[config.mk]
export PLATFORM = sky130hd
export DESIGN_NAME = pc_fetch_ctrl
export DESIGN_NICKNAME = d
export VERILOG_FILES = /design/src/rtl/pc_fetch_ctrl_pkg.sv /design/src/rtl/pc_fetch_ctrl_redirect_buf.sv /design/src/rtl/pc_fetch_ctrl.sv
export SDC_FILE = /design/constraint.sdc
export NUM_CORES = 1
export LEC_CHECK = 0
export BUFFER_PORTS_ARGS = -buffer_cell sky130_fd_sc_hd__buf_2
export CAP_MARGIN = 0
export CORE_MARGIN = 3
export CORE_UTILIZATION = 58
export CTS_BUF_LIST = sky130_fd_sc_hd__clkbuf_4 sky130_fd_sc_hd__clkbuf_8 sky130_fd_sc_hd__clkbuf_16
export CTS_CLUSTER_DIAMETER = 30
export DETAILED_ROUTE_END_ITERATION = 6
export GPL_ROUTABILITY_DRIVEN = 0
export GPL_TIMING_DRIVEN = 0
export MAX_ROUTING_LAYER = met4
export PLACE_DENSITY = 0.86
export SYNTH_ARGS = -nofsm -noshare
export SYNTH_HDL_FRONTEND = slang
export SYNTH_SLANG_ARGS = --single-unit
[constraint.sdc]
create_clock -name clk -period 6.4 [get_ports clk]
set_clock_uncertainty 0.2 [all_clocks]
set_input_delay 0.96 -clock clk [delete_from_list [all_inputs] [get_ports clk]]
set_output_delay 0.96 -clock clk [all_outputs]
set_load 0.05 [all_outputs]
[src/rtl/pc_fetch_ctrl_pkg.sv]
// Shared constants, default reset vector and fetch-state encoding for the
// PC / fetch-address generator.
package pc_fetch_ctrl_pkg;

  localparam logic RstEnable   = 1'b1;
  localparam logic ChipEnable  = 1'b1;
  localparam logic ChipDisable = 1'b0;
  localparam logic Stop        = 1'b1;
  localparam logic NoStop      = 1'b0;
  localparam logic Branch      = 1'b1;

  localparam logic [31:0] DefaultResetVec = 32'hBFC0_0000;

  typedef enum logic {
    RUN     = 1'b0,
    HOLD_BR = 1'b1
  } fetch_state_e;

endpackage

[src/rtl/pc_fetch_ctrl_redirect_buf.sv]
// One-entry pending-redirect buffer. Its valid flag is the fetch FSM state
// (RUN / HOLD_BR), so a redirect taken during a stall survives until release.
module pc_redirect_buf
  import pc_fetch_ctrl_pkg::*;
#(
  parameter int ADDR_W = 32
) (
  input  logic              clk,
  input  logic              rst,
  input  logic              load_i,
  input  logic [ADDR_W-1:0] addr_i,
  input  logic              clear_i,
  input  logic              consume_i,
  output logic [ADDR_W-1:0] pend_addr_o,
  output fetch_state_e      state_o
);

  fetch_state_e      state_q, state_d;
  logic [ADDR_W-1:0] addr_q, addr_d;

  always_ff @(posedge clk) begin
    if (rst == RstEnable) begin
      state_q <= RUN;
      addr_q  <= '0;
    end else begin
      state_q <= state_d;
      addr_q  <= addr_d;
    end
  end

  // Clear beats load; a newer load simply overwrites an older pending entry.
  always_comb begin
    state_d = state_q;
    addr_d  = addr_q;
    if (clear_i) begin
      state_d = RUN;
    end else if (load_i) begin
      state_d = HOLD_BR;
      addr_d  = addr_i;
    end else if (consume_i) begin
      state_d = RUN;
    end
  end

  assign pend_addr_o = addr_q;
  assign state_o     = state_q;

endmodule

[src/rtl/pc_fetch_ctrl.sv]
// Program-counter / fetch-address generator with stall-safe branch buffering.
// Optional misaligned-fetch flag enabled by defining PC_ALIGN_CHECK_EN.
module pc_fetch_ctrl
  import pc_fetch_ctrl_pkg::*;
#(
  parameter int                ADDR_W       = 32,
  parameter logic [ADDR_W-1:0] RESET_VEC    = ADDR_W'(DefaultResetVec),
  parameter int                STEP         = 4,
  parameter int                REDIRECT_OFS = 4,
  parameter int                STALL_W      = 6
) (
  input  logic               clk,
  input  logic               rst,
  input  logic [STALL_W-1:0] stall,
  input  logic               branch_flag_i,
  input  logic [ADDR_W-1:0]  branch_target_address_i,
  input  logic               flush,
  input  logic [ADDR_W-1:0]  new_pc,
  output logic [ADDR_W-1:0]  pc,
  output logic               ce,
  output logic               br_pending_o,
  output logic               fetch_exc_o
);

  logic [ADDR_W-1:0] pc_q, pc_d;
  logic [ADDR_W-1:0] pendAddr;
  fetch_state_e      state;
  logic              fetchStop;
  logic              redirect;
  logic              bufLoad, bufClear, bufConsume;
  logic              unusedStall;

  assign fetchStop   = (stall[0] == Stop);
  assign unusedStall = ^stall[STALL_W-1:1];

  pc_redirect_buf #(.ADDR_W(ADDR_W)) u_redirect_buf (
    .clk        (clk),
    .rst        (rst),
    .load_i     (bufLoad),
    .addr_i     (branch_target_address_i),
    .clear_i    (bufClear),
    .consume_i  (bufConsume),
    .pend_addr_o(pendAddr),
    .state_o    (state)
  );

  always_ff @(posedge clk) begin
    if (rst == RstEnable) pc_q <= RESET_VEC;
    else                  pc_q <= pc_d;
  end

  // Flush overrides stall; any unstalled edge consumes the buffer, with a
  // live branch taking precedence over the buffered one.
  always_comb begin
    pc_d       = pc_q;
    redirect   = 1'b0;
    bufLoad    = 1'b0;
    bufClear   = 1'b0;
    bufConsume = 1'b0;
    if (flush) begin
      pc_d     = new_pc + ADDR_W'(REDIRECT_OFS);
      bufClear = 1'b1;
    end else if (fetchStop) begin
      bufLoad = (branch_flag_i == Branch);
    end else begin
      bufConsume = 1'b1;
      if (branch_flag_i == Branch) begin
        pc_d     = branch_target_address_i + ADDR_W'(REDIRECT_OFS);
        redirect = 1'b1;
      end else if (state == HOLD_BR) begin
        pc_d     = pendAddr + ADDR_W'(REDIRECT_OFS);
        redirect = 1'b1;
      end else begin
        pc_d = pc_q + ADDR_W'(STEP);
      end
    end
  end

`ifdef PC_ALIGN_CHECK_EN
  logic excQ, excD;
  logic misaligned;

  assign misaligned = |pc_d[1:0];

  // Redirects set or clear the flag; stepping can only clear it.
  always_comb begin
    excD = excQ;
    if (flush)           excD = 1'b0;
    else if (!fetchStop) excD = redirect ? misaligned : (excQ & misaligned);
  end

  always_ff @(posedge clk) begin
    if (rst == RstEnable) excQ <= 1'b0;
    else                  excQ <= excD;
  end

  assign fetch_exc_o = excQ;
`else
  logic unusedRedirect;
  assign unusedRedirect = redirect;
  assign fetch_exc_o    = 1'b0;
`endif

  assign pc           = pc_q;
  assign ce           = ((rst != RstEnable) && !fetchStop) ? ChipEnable : ChipDisable;
  assign br_pending_o = (state == HOLD_BR);

endmodule
==> summary.txt, run 1 <==
Power
  – Clk pwr share: 30.0%
  – Register share of total power: 42.2%
  – Internal power: 0.000680 W
  – Sw frac: 36.0%
  – P_sw: 0.000383 W
  – Logic pwr share: 27.9%
  – Worst IR Drop VDD: 152 uV
  – Lkg Pwr: 2.06 nW
  – P per Cell Area: 210 nW/um^2

Timing
  – PnR worst setup slack: 1.28 ns
  – Max-slew violations: 0
  – Final worst path period share: 80.1%
  – Max Freq: 195 MHz
  – Setup TNS Final: 0 ns
  – Final min period: 5.12 ns
  – Worst-Margin Slew: 0.688 ns
  – Final setup viols: 0
  – Unrepaired setup endpoints after global routing: no
  – Final Hold Viols: 0
  – Relative max-transition margin: 54.1%

Placement
  – Number of port buffers: 101
  – Placed wire-length estimate after detailed placement: 10.6 mm
  – Post-Place Setup Slack: 1.16 ns
  – DP Area: 4900 um^2

Logic synthesis
  – Synth unique cells: 62
  – Yosys top cell area share: 30.5%
  – Mapped Avg Cell Area: 7.56 um^2
  – Post-synth EDFFs: 0
  – Synth area leader: dfxtp_1
  – Mapped cell area: 4270 um^2
  – Post-synth ARST share: 0%
  – Synth top area cells: dfxtp_1 (30%), nand2_1 (11%), mux2i_1 (8.9%), a21oi_1 (7.9%), nor2_1 (2.8%)
  – Syn_nets: 640
  – Mapped Cells: 565
  – Sequential share of the synthesized area: 30.5%
  – Post-synthesis register bit count: 65
  – Main flop type after synthesis: dfxtp_1
  – Yosys warnings: 0

Final layout
  – # fillers: 571
  – Final Util: 72.6%
  – Antenna cell count: 0
  – Fin nets: 752
  – Area growth, synth to finish: 18.6%
  – Share of cells above drive strength 1: 22.9%
  – Final instance area: 5070 um^2

Global routing
  – Initial antenna violation count: 0
  – Vias in the first global route: 4,702
  – Largest net degree at the start of global routing: 11
  – Total gr overflow: 0
  – First-pass GRT wire length: 22.8 mm
  – Tot GR Track Use: 35.0%

Die
  – IO Pins: 109
  – Initial Utilization: 61.2%
  – Die W: 91.8 um
  – Die height: 91.8 um
  – Row count: 30
  – Core Region: 6980 um^2
  – Die ar.: 8430 um^2

CTS
  – CTS clock-pin slew for the worst setup and hold paths: 0.07 ns
  – Number of buffers created by CTS: 9
  – Worst-Skew Late Latency: 0.36 ns
  – CTS tree: built
  – CTS root buf: clkbuf_8
  – Sink Count: 65
  – CTS H-tree depth: 3
  – Max Buffers Root-to-Sink: 2
  – Post-cts sizing count: 0
  – Hold-fix buffers at CTS: 0
  – Setup Buffers After CTS: 0

Routing
  – Drt pass-1 iters: 7
  – Initial drt markers: 573
  – Via density: 6.37
  – Remaining antenna violation count: 0
  – WL/cell: 18.9 um
  – # DRC: 0
  – Final wirelength: 14.7 mm
  – Vias: 4,951

Min path
  – Hold Path Class: reg -> reg
  – Hold depth: 2

Critical path
  – Worst Setup Start Kind: input port
  – CP Max Fanout: 10
  – Setup CP Type: in -> reg
  – Crit path required time: 6.47 ns
  – R2R depth: 17
  – FF-to-FF setup slack: 2.47 ns
  – Kind of end point of the critical path: register
  – WP data arrival: 5.20 ns

Run status
  – Status: finished, final reports clean

Job
  – MaxCap Viol Count: 0
==> synth_stat cells, drive strengths merged, types with 12 or more instances <==
master and n:
a211oi 12, a21oi 67, buf 24, clkbuf 21, dfxtp 65, mux2i 38
nand2 125, nand3 17, nor2 34, o21ai 25
==> sequential cells by signal (all words and copies together), names as in the netlist <==
signal and cells:
pc 32, u_redirect_buf.pend_addr_o 32, u_redirect_buf.state_o 1
==> power by group through the flow <==
stage               Sequential [W]  Clock [W]  Combinational, W
global route              0.000450   0.000338          0.000313
CTS                       0.000447   0.000316          0.000289
finish                    0.000448   0.000319          0.000297
floorplan                 0.000510          0          0.000144
detailed placement        0.000456          0          0.000287
global placement          0.000455          0          0.000279
==> placed cells by master (no fill, tap or decap), types with 10 or more instances in the layout <==
cell	netlist	routed
mux2i_1	38	38
a21oi_1	67	67
nand3_1	16	16
clkbuf_8	0	10
nand2_1	125	125
dfxtp_1	65	65
a211oi_1	11	11
nor2_1	32	32
o21ai_0	22	22
buf_2	11	112
clkbuf_1	21	21
==> cell families after synthesis <==
group / share of synthesized area (%)
and+or+nand+nor: 26.8
adders and majority gates: 0.293
muxes: 11.0
AOI/OAI and AO/OA: 20.9
DFF: 30.5
other: 0.0878
xor gates and xnor gates: 3.69
buffers and inverters: 6.71
==> worst max-delay path: stages <==
cell      delay (ns)
buf_2           0.09
buf_2           0.19
clkbuf_1        0.52
clkbuf_1        0.52
buf_2           0.36
buf_2           0.32
a21oi_1         0.11
o21ai_0         0.25
ha_1            0.25
inv_1           0.06
a221oi_1        0.42
nand4_4         0.23
nor4_4          0.44
and3_1          0.22
o21ai_1         0.06
a21oi_1         0.18
==> metal layers <==
layer	track usage (%)	up-vias	wire (um)
met2	55.0	395	6650
met3	7.71	91	1810
li1	-	2215	-
met1	41.3	2250	5430
met4	20.3	0	782
met5	-	-	0
==> path summary, 6_finish.rpt <==
path,from,to
max,branch_flag_i,pc[16]
min,u_redirect_buf.pend_addr_o[7],u_redirect_buf.pend_addr_o[7]
max reg2reg,u_redirect_buf.state_o,pc[16]
min reg2reg,u_redirect_buf.pend_addr_o[7],u_redirect_buf.pend_addr_o[7]
==> per-stage QoR <==
stage / total power (W) / hold slack, ns / instances
final: 0.00106 / 0.257 / 777
after global routing: 0.00110 / 0.278 / 777
after CTS: 0.00105 / 0.256 / 777
after detailed placement: 0.000744 / 0.246 / 762
after floorplan: 0.000654 / 0.233 / 565
after global placement: 0.000735 / 0.241 / 762
==> layout make-up <==
class / count / area [um^2] / share of cell area (%)
Buffer: 45 / 253 / 4.99
Clock buffer: 12 / 153 / 3.01
Clock inverter: 3 / 17.5 / 0.346
Inverter: 9 / 33.8 / 0.667
Multi-Input combinational cell: 446 / 2680 / 53.0
Sequential cell: 65 / 1300 / 25.7
Tap cell: 96 / 120 / 2.37
Timing Repair Buffer: 101 / 505 / 9.98
Power figures use the tool's default switching activity.
==> inputs of run 2 (changes only) <==
- CORE_UTILIZATION: 58 -> 54
- PLACE_DENSITY: 0.86 -> 0.81
- clock period: 6.4 -> 5.2 ns (I/O delays scaled with it)
==> summary.txt, run 2 (synthesis results as in run 1) <==
Timing
  – Unrepaired setup endpoints after global routing: no
  – Worst-Margin Slew: 0.722 ns (+0.0333 ns)
  – Final Hold Viols: 0 (unchanged)
  – Final min period: 4.93 ns
  – Setup TNS Final: 0 ns (unchanged)
  – Final setup viols: 0 (unchanged)
  – Max-slew violations: 0 (unchanged)
  – Final worst path period share: 94.8%
  – Relative max-transition margin: 51.9% (-2.2 points)
  – Max Freq: 203 MHz
  – Hold_ws: 0.255 ns (-0.00211 ns)

Critical path
  – FF-to-FF Start: u_redirect_buf.state_o
  – Cell mode on critical path: buf_2
  – Slowest CP cell: clkbuf_1
  – Crit-path cells: buf_2 > buf_2 > clkbuf_1 > clkbuf_1 > buf_2 > buf_2 > a21oi_1 > o21ai_0 > ha_1 > inv_1 > a221oi_1 > nand4_4 > nor2_2 > nand4_1 > xnor2_1 > a211oi_1
  – R2R depth: 17 (unchanged)
  – R2R Path End: pc[30]
  – Worst Setup Start Kind: input port
  – Crit path required time: 5.26 ns (-1.21 ns)
  – Kind of end point of the critical path: register
  – FF-to-FF setup slack: 1.10 ns (-1.37 ns)
  – Setup CP Type: in -> reg
  – WP data arrival: 4.99 ns (-0.21 ns)
  – CP Max Fanout: 10 (unchanged)
  – Crit-path max cell delay: 0.50 ns (-0.02 ns)

CTS
  – Post-cts sizing count: 0 (unchanged)
  – CTS tree: built
  – Setup Buffers After CTS: 0 (unchanged)
  – Sink Count: 65 (unchanged)
  – CTS root buf: clkbuf_8
  – Max Buffers Root-to-Sink: 2 (unchanged)
  – Worst-Skew Late Latency: 0.35 ns (about the same)
  – CTS H-tree depth: 3 (unchanged)
  – Hold-fix buffers at CTS: 0 (unchanged)
  – CTS clock-pin slew for the worst setup and hold paths: 0.07 ns (about the same)
  – Number of buffers created by CTS: 9 (unchanged)

Die
  – Die ar.: 9010 um^2 (+6.9%)
  – Core Region: 7450 um^2 (+6.7%)
  – IO Pins: 109 (unchanged)
  – Initial Utilization: 57.3% (-3.8 points)
  – Die height: 94.9 um (+3.4%)
  – Row count: 31 (+3.3%)
  – Die W: 94.9 um (+3.4%)

Final layout
  – Area occupied by multi-input gates: 2680 um^2 (unchanged)
  – Antenna cell count: 0 (unchanged)
  – Area growth, synth to finish: 19.8%
  – Leading cell type in the layout, fill and taps excluded: nand2_1
  – Share of cells above drive strength 1: 23.0% (+0.11 points)
  – Fin nets: 752 (unchanged)
  – Most frequent cells in the layout: nand2_1 (125), buf_2 (112), a21oi_1 (67)
  – Register area: 1300 um^2 (unchanged)
  – # fillers: 654 (+15%)
  – Final instance area: 5110 um^2 (+0.96%)

Routing
  – WL/cell: 18.7 um (-0.75%)
  – Via density: 6.29 (-1.4%)
  – # DRC: 0 (unchanged)
  – Final wirelength: 14.6 mm (-0.24%)
  – Drt pass-1 iters: 6 (-1)
  – Vias: 4,909 (-0.85%)
  – Initial drt markers: 481 (-16%)
  – Remaining antenna violation count: 0 (unchanged)

Global routing
  – First-pass GRT wire length: 22.5 mm (-1.3%)
  – Tot GR Track Use: 33.5% (-1.5 points)
  – Initial antenna violation count: 0 (unchanged)
  – Total gr overflow: 0 (unchanged)
  – Vias in the first global route: 4,538 (-3.5%)
  – Largest net degree at the start of global routing: 11 (unchanged)

Placement
  – Placed wire-length estimate after detailed placement: 10.6 mm (about the same)
  – DP Area: 4900 um^2 (about the same)
  – Number of port buffers: 101 (unchanged)

Power
  – Worst IR Drop VDD: 183 uV (+21%)
  – Lkg Pwr: 2.09 nW (+1.2%)
  – P per Cell Area: 271 nW/um^2 (+29%)

Min path
  – Hold EP: u_redirect_buf.pend_addr_o[1]
  – Hold Path Class: reg -> reg
  – Hold depth: 2 (unchanged)
  – Hold_sp: u_redirect_buf.pend_addr_o[1]

Job
  – MaxCap Viol Count: 0 (unchanged)

Run status
  – Status: finished, final reports clean
## run 2: final cells by class
class / instances / share of cell area, %
multi-input cells: 446 / 52.4
flip-flops and latches: 65 / 25.4
repair buffers: 101 / 9.88
plain buffers: 45 / 4.94
clock buffers: 14 / 3.52
well taps: 99 / 2.42
clock inverters: 2 / 0.685
inverters: 9 / 0.660
## run 2: critical path, delay by kind of cell
family | cells | cell delay [ns]
AO/OA/AOI/OAI | 4 | 1.06
buffers and inverters | 7 | 1.93
XOR/XNOR | 1 | 0.19
adder cells (fa/ha/maj) | 1 | 0.25
AND/OR/NAND/NOR | 3 | 0.76
## run 2: how the worst max path moves through the flow
stage	start	cells past startpoint	endpoint	slack (ns)
floorplan	branch_flag_i	15	pc[16]	1.24
global placement	branch_flag_i	16	pc[30]	0.24
detailed placement	branch_flag_i	16	pc[16]	0.13
CTS	branch_flag_i	16	pc[30]	0.48
global route	branch_flag_i	16	pc[30]	0.13
finish	branch_flag_i	16	pc[30]	0.27
## run 2: per-stage QoR
step           std cells  utilization (%)  worst slack (ns)  power (W)
6_report             781             68.7             0.268    0.00139
5_1_grt              781             68.7             0.131    0.00143
4_1_cts              781             68.7             0.479    0.00138
3_5_place_dp         765             65.8             0.126   0.000915
3_3_place_gp         765             65.8             0.240   0.000906
2_1_floorplan        565                -              1.24   0.000804
## run 2: metal layers
| metal | up-vias | track usage, % | share of wire, % |
|---|---|---|---|
| li1 | 2214 | - | - |
| met1 | 2266 | 40.6 | 39 |
| met2 | 357 | 53.6 | 46 |
| met3 | 72 | 5.82 | 11 |
| met4 | 0 | 16.7 | 4.2 |
| met5 | - | - | 0 |
## run 2: power by group
part           internal, W  total (W)  switching (W)  leakage [nW]
combinational     0.000118   0.000364       0.000246          1.44
sequential        0.000527   0.000552      0.0000248         0.534
clock             0.000271   0.000471       0.000200         0.114
total             0.000916    0.00139       0.000471          2.09
==> inputs of run 3 (changes only) <==
- CELL_PAD_IN_SITES_DETAIL_PLACEMENT: default -> 0
- CELL_PAD_IN_SITES_GLOBAL_PLACEMENT: default -> 1
- CORE_UTILIZATION: 54 -> 39
- PLACE_DENSITY: 0.81 -> default
- PLACE_DENSITY_LB_ADDON: default -> 0.1
==> summary.txt, run 3 (synthesis results as in run 1) <==
Job
  – MaxCap Viol Count: 0 (unchanged)

CTS
  – Sink Count: 65 (unchanged)
  – Number of buffers created by CTS: 9 (unchanged)
  – CTS root buf: clkbuf_8
  – Hold-fix buffers at CTS: 0 (unchanged)
  – Worst-Skew Late Latency: 0.35 ns (about the same)
  – CTS H-tree depth: 3 (unchanged)
  – CTS clock-pin slew for the worst setup and hold paths: 0.07 ns (about the same)
  – CTS tree: built
  – Max Buffers Root-to-Sink: 2 (unchanged)

Critical path
  – Setup CP Type: in -> reg
  – Worst Setup Start Kind: input port
  – R2R depth: 17 (unchanged)
  – Crit path required time: 5.21 ns (-0.05 ns)
  – WP data arrival: 4.71 ns (-0.28 ns)
  – CP Max Fanout: 10 (unchanged)
  – Kind of end point of the critical path: register

Routing
  – # DRC: 0 (unchanged)
  – Drt pass-1 iters: 5 (-1)
  – Metal3 WL: 904 um (-43%)
  – WL met2: 7.72 mm (+14%)
  – Final wirelength: 15.8 mm (+8.0%)
  – Via density: 5.59 (-11%)
  – Met1 WL: 6.90 mm (+22%)
  – Vias: 4,567 (-7.0%)
  – WL/cell: 19.3 um (+3.2%)
  – Top sig layer: met4
  – Remaining antenna violation count: 0 (unchanged)
  – Initial drt markers: 310 (-36%)

Timing
  – Final Hold Viols: 0 (unchanged)
  – Max-slew violations: 0 (unchanged)
  – PnR worst setup slack: 0.496 ns (+0.228 ns)
  – Unrepaired setup endpoints after global routing: no
  – Relative max-transition margin: 52.0% (+0.15 points)
  – Max Freq: 213 MHz (+4.8%)
  – Final min period: 4.70 ns (-0.228 ns)
  – Final worst path period share: 90.5% (-4.4 points)
  – Final setup viols: 0 (unchanged)
  – Worst-Margin Slew: 0.720 ns (-0.00231 ns)
  – Setup TNS Final: 0 ns (unchanged)

Placement
  – Number of port buffers: 101 (unchanged)
  – Placed wire-length estimate after detailed placement: 11.6 mm (+9.8%)
  – Post-Place Setup Slack: 0.00742 ns (-0.119 ns)
  – DP Area: 4950 um^2 (+0.94%)

Die
  – IO Pins: 109 (unchanged)
  – Die height: 111 um (+17%)
  – Die W: 111 um (+17%)
  – Die ar.: 12,200 um^2 (+36%)
  – Row count: 37 (+19%)
  – Core Region: 10,500 um^2 (+41%)
  – Initial Utilization: 40.6% (-17 points)

Power
  – Worst IR Drop VDD: 162 uV (-12%)
  – Total power after layout: 0.00137 W (-1.6%)
  – P per Cell Area: 265 nW/um^2 (-2.2%)
  – Clk pwr share: 33.0% (-1.0 points)
  – Sw frac: 34.6% (+0.59 points)
  – Register share of total power: 40.3% (+0.5 points)
  – Internal power: 0.000894 W (-2.4%)
  – P_sw: 0.000472 W (+0.15%)
  – Lkg Pwr: 2.08 nW (-0.23%)
  – Logic pwr share: 26.6% (+0.4 points)

Final layout
  – Most frequent cells in the layout: nand2_1 (125), buf_2 (112), a21oi_1 (67)
  – Area growth, synth to finish: 20.5%
  – Antenna cell count: 0 (unchanged)
  – Fin nets: 752 (unchanged)
  – Final Util: 49.0% (-20 points)
  – Final instance area: 5150 um^2 (+0.61%)
  – Share of cells above drive strength 1: 23.1% (+0.034 points)
  – Leading cell type in the layout, fill and taps excluded: nand2_1

Min path
  – Hold Path Class: reg -> reg
  – Hold depth: 2 (unchanged)

Global routing
  – Total gr overflow: 0 (unchanged)
  – First-pass GRT wire length: 24.6 mm (+9.4%)
  – Tot GR Track Use: 26.0% (-7.5 points)
  – Initial antenna violation count: 0 (unchanged)
  – Vias in the first global route: 4,533 (-0.11%)
  – Largest net degree at the start of global routing: 11 (unchanged)

Run status
  – Status: finished, final reports clean
run 3: cell types whose count changed in the layout (fill, tap and decap cells not counted), sizes merged:
cell and delta:
clkinv +1, clkbuf -2
run 3: final timing paths:
path | slack [ns] | to | start
worst min register to register | 0.26 | u_redirect_buf.pend_addr_o[8] | u_redirect_buf.pend_addr_o[8]
worst max register to register | 1.24 | pc[24] | u_redirect_buf.state_o
worst min-delay path | 0.26 | u_redirect_buf.pend_addr_o[8] | u_redirect_buf.pend_addr_o[8]
worst max-delay path | 0.50 | pc[24] | branch_flag_i
run 3: repair_timing:
action                     4_1_cts  5_1_grt
buffers inserted                 0        0
setup endpoints to repair        0        1
gates resized for setup          0        2
run 3: layer usage:
metal  vias up  GRT usage [%]
li1       2215              -
met1      2169           32.4
met2       158           42.8
met3        25           4.77
met4         0           8.05
met5         -              -
run 3: area by class of cell:
cell class | instances | area, um^2
multi-input combinational | 446 | 2680
buffer | 45 | 254
inverter | 9 | 33.8
clock inverter | 3 | 40.0
timing repair buffer | 101 | 505
clock buffer | 12 | 159
fill | 1104 | 5360
tap | 136 | 170
sequential | 65 | 1300
run 3: per-stage QoR:
stage,cells,hold slack (ns)
6_report,817,0.258
5_1_grt,817,0.279
4_1_cts,817,0.258
3_5_place_dp,802,0.248
3_3_place_gp,802,0.242
2_1_floorplan,565,0.233
run 3: power by group through the flow:
stage | sequential (W) | combinational (W) | clock, W
4_1_cts | 0.000551 | 0.000361 | 0.000459
3_3_place_gp | 0.000562 | 0.000356 | 0
6_report | 0.000551 | 0.000364 | 0.000451
3_5_place_dp | 0.000562 | 0.000360 | 0
2_1_floorplan | 0.000628 | 0.000177 | 0
5_1_grt | 0.000554 | 0.000392 | 0.000479
run 3: worst max-delay path, stage by stage:
cell	delay [ns]
buf_2	0.09
buf_2	0.18
clkbuf_1	0.44
clkbuf_2	0.37
buf_2	0.33
buf_2	0.33
a21oi_1	0.11
o21ai_0	0.25
ha_1	0.25
inv_1	0.05
a221oi_1	0.41
nand4_4	0.25
nor2_2	0.34
nand3_1	0.19
xor2_1	0.22
o211ai_1	0.10
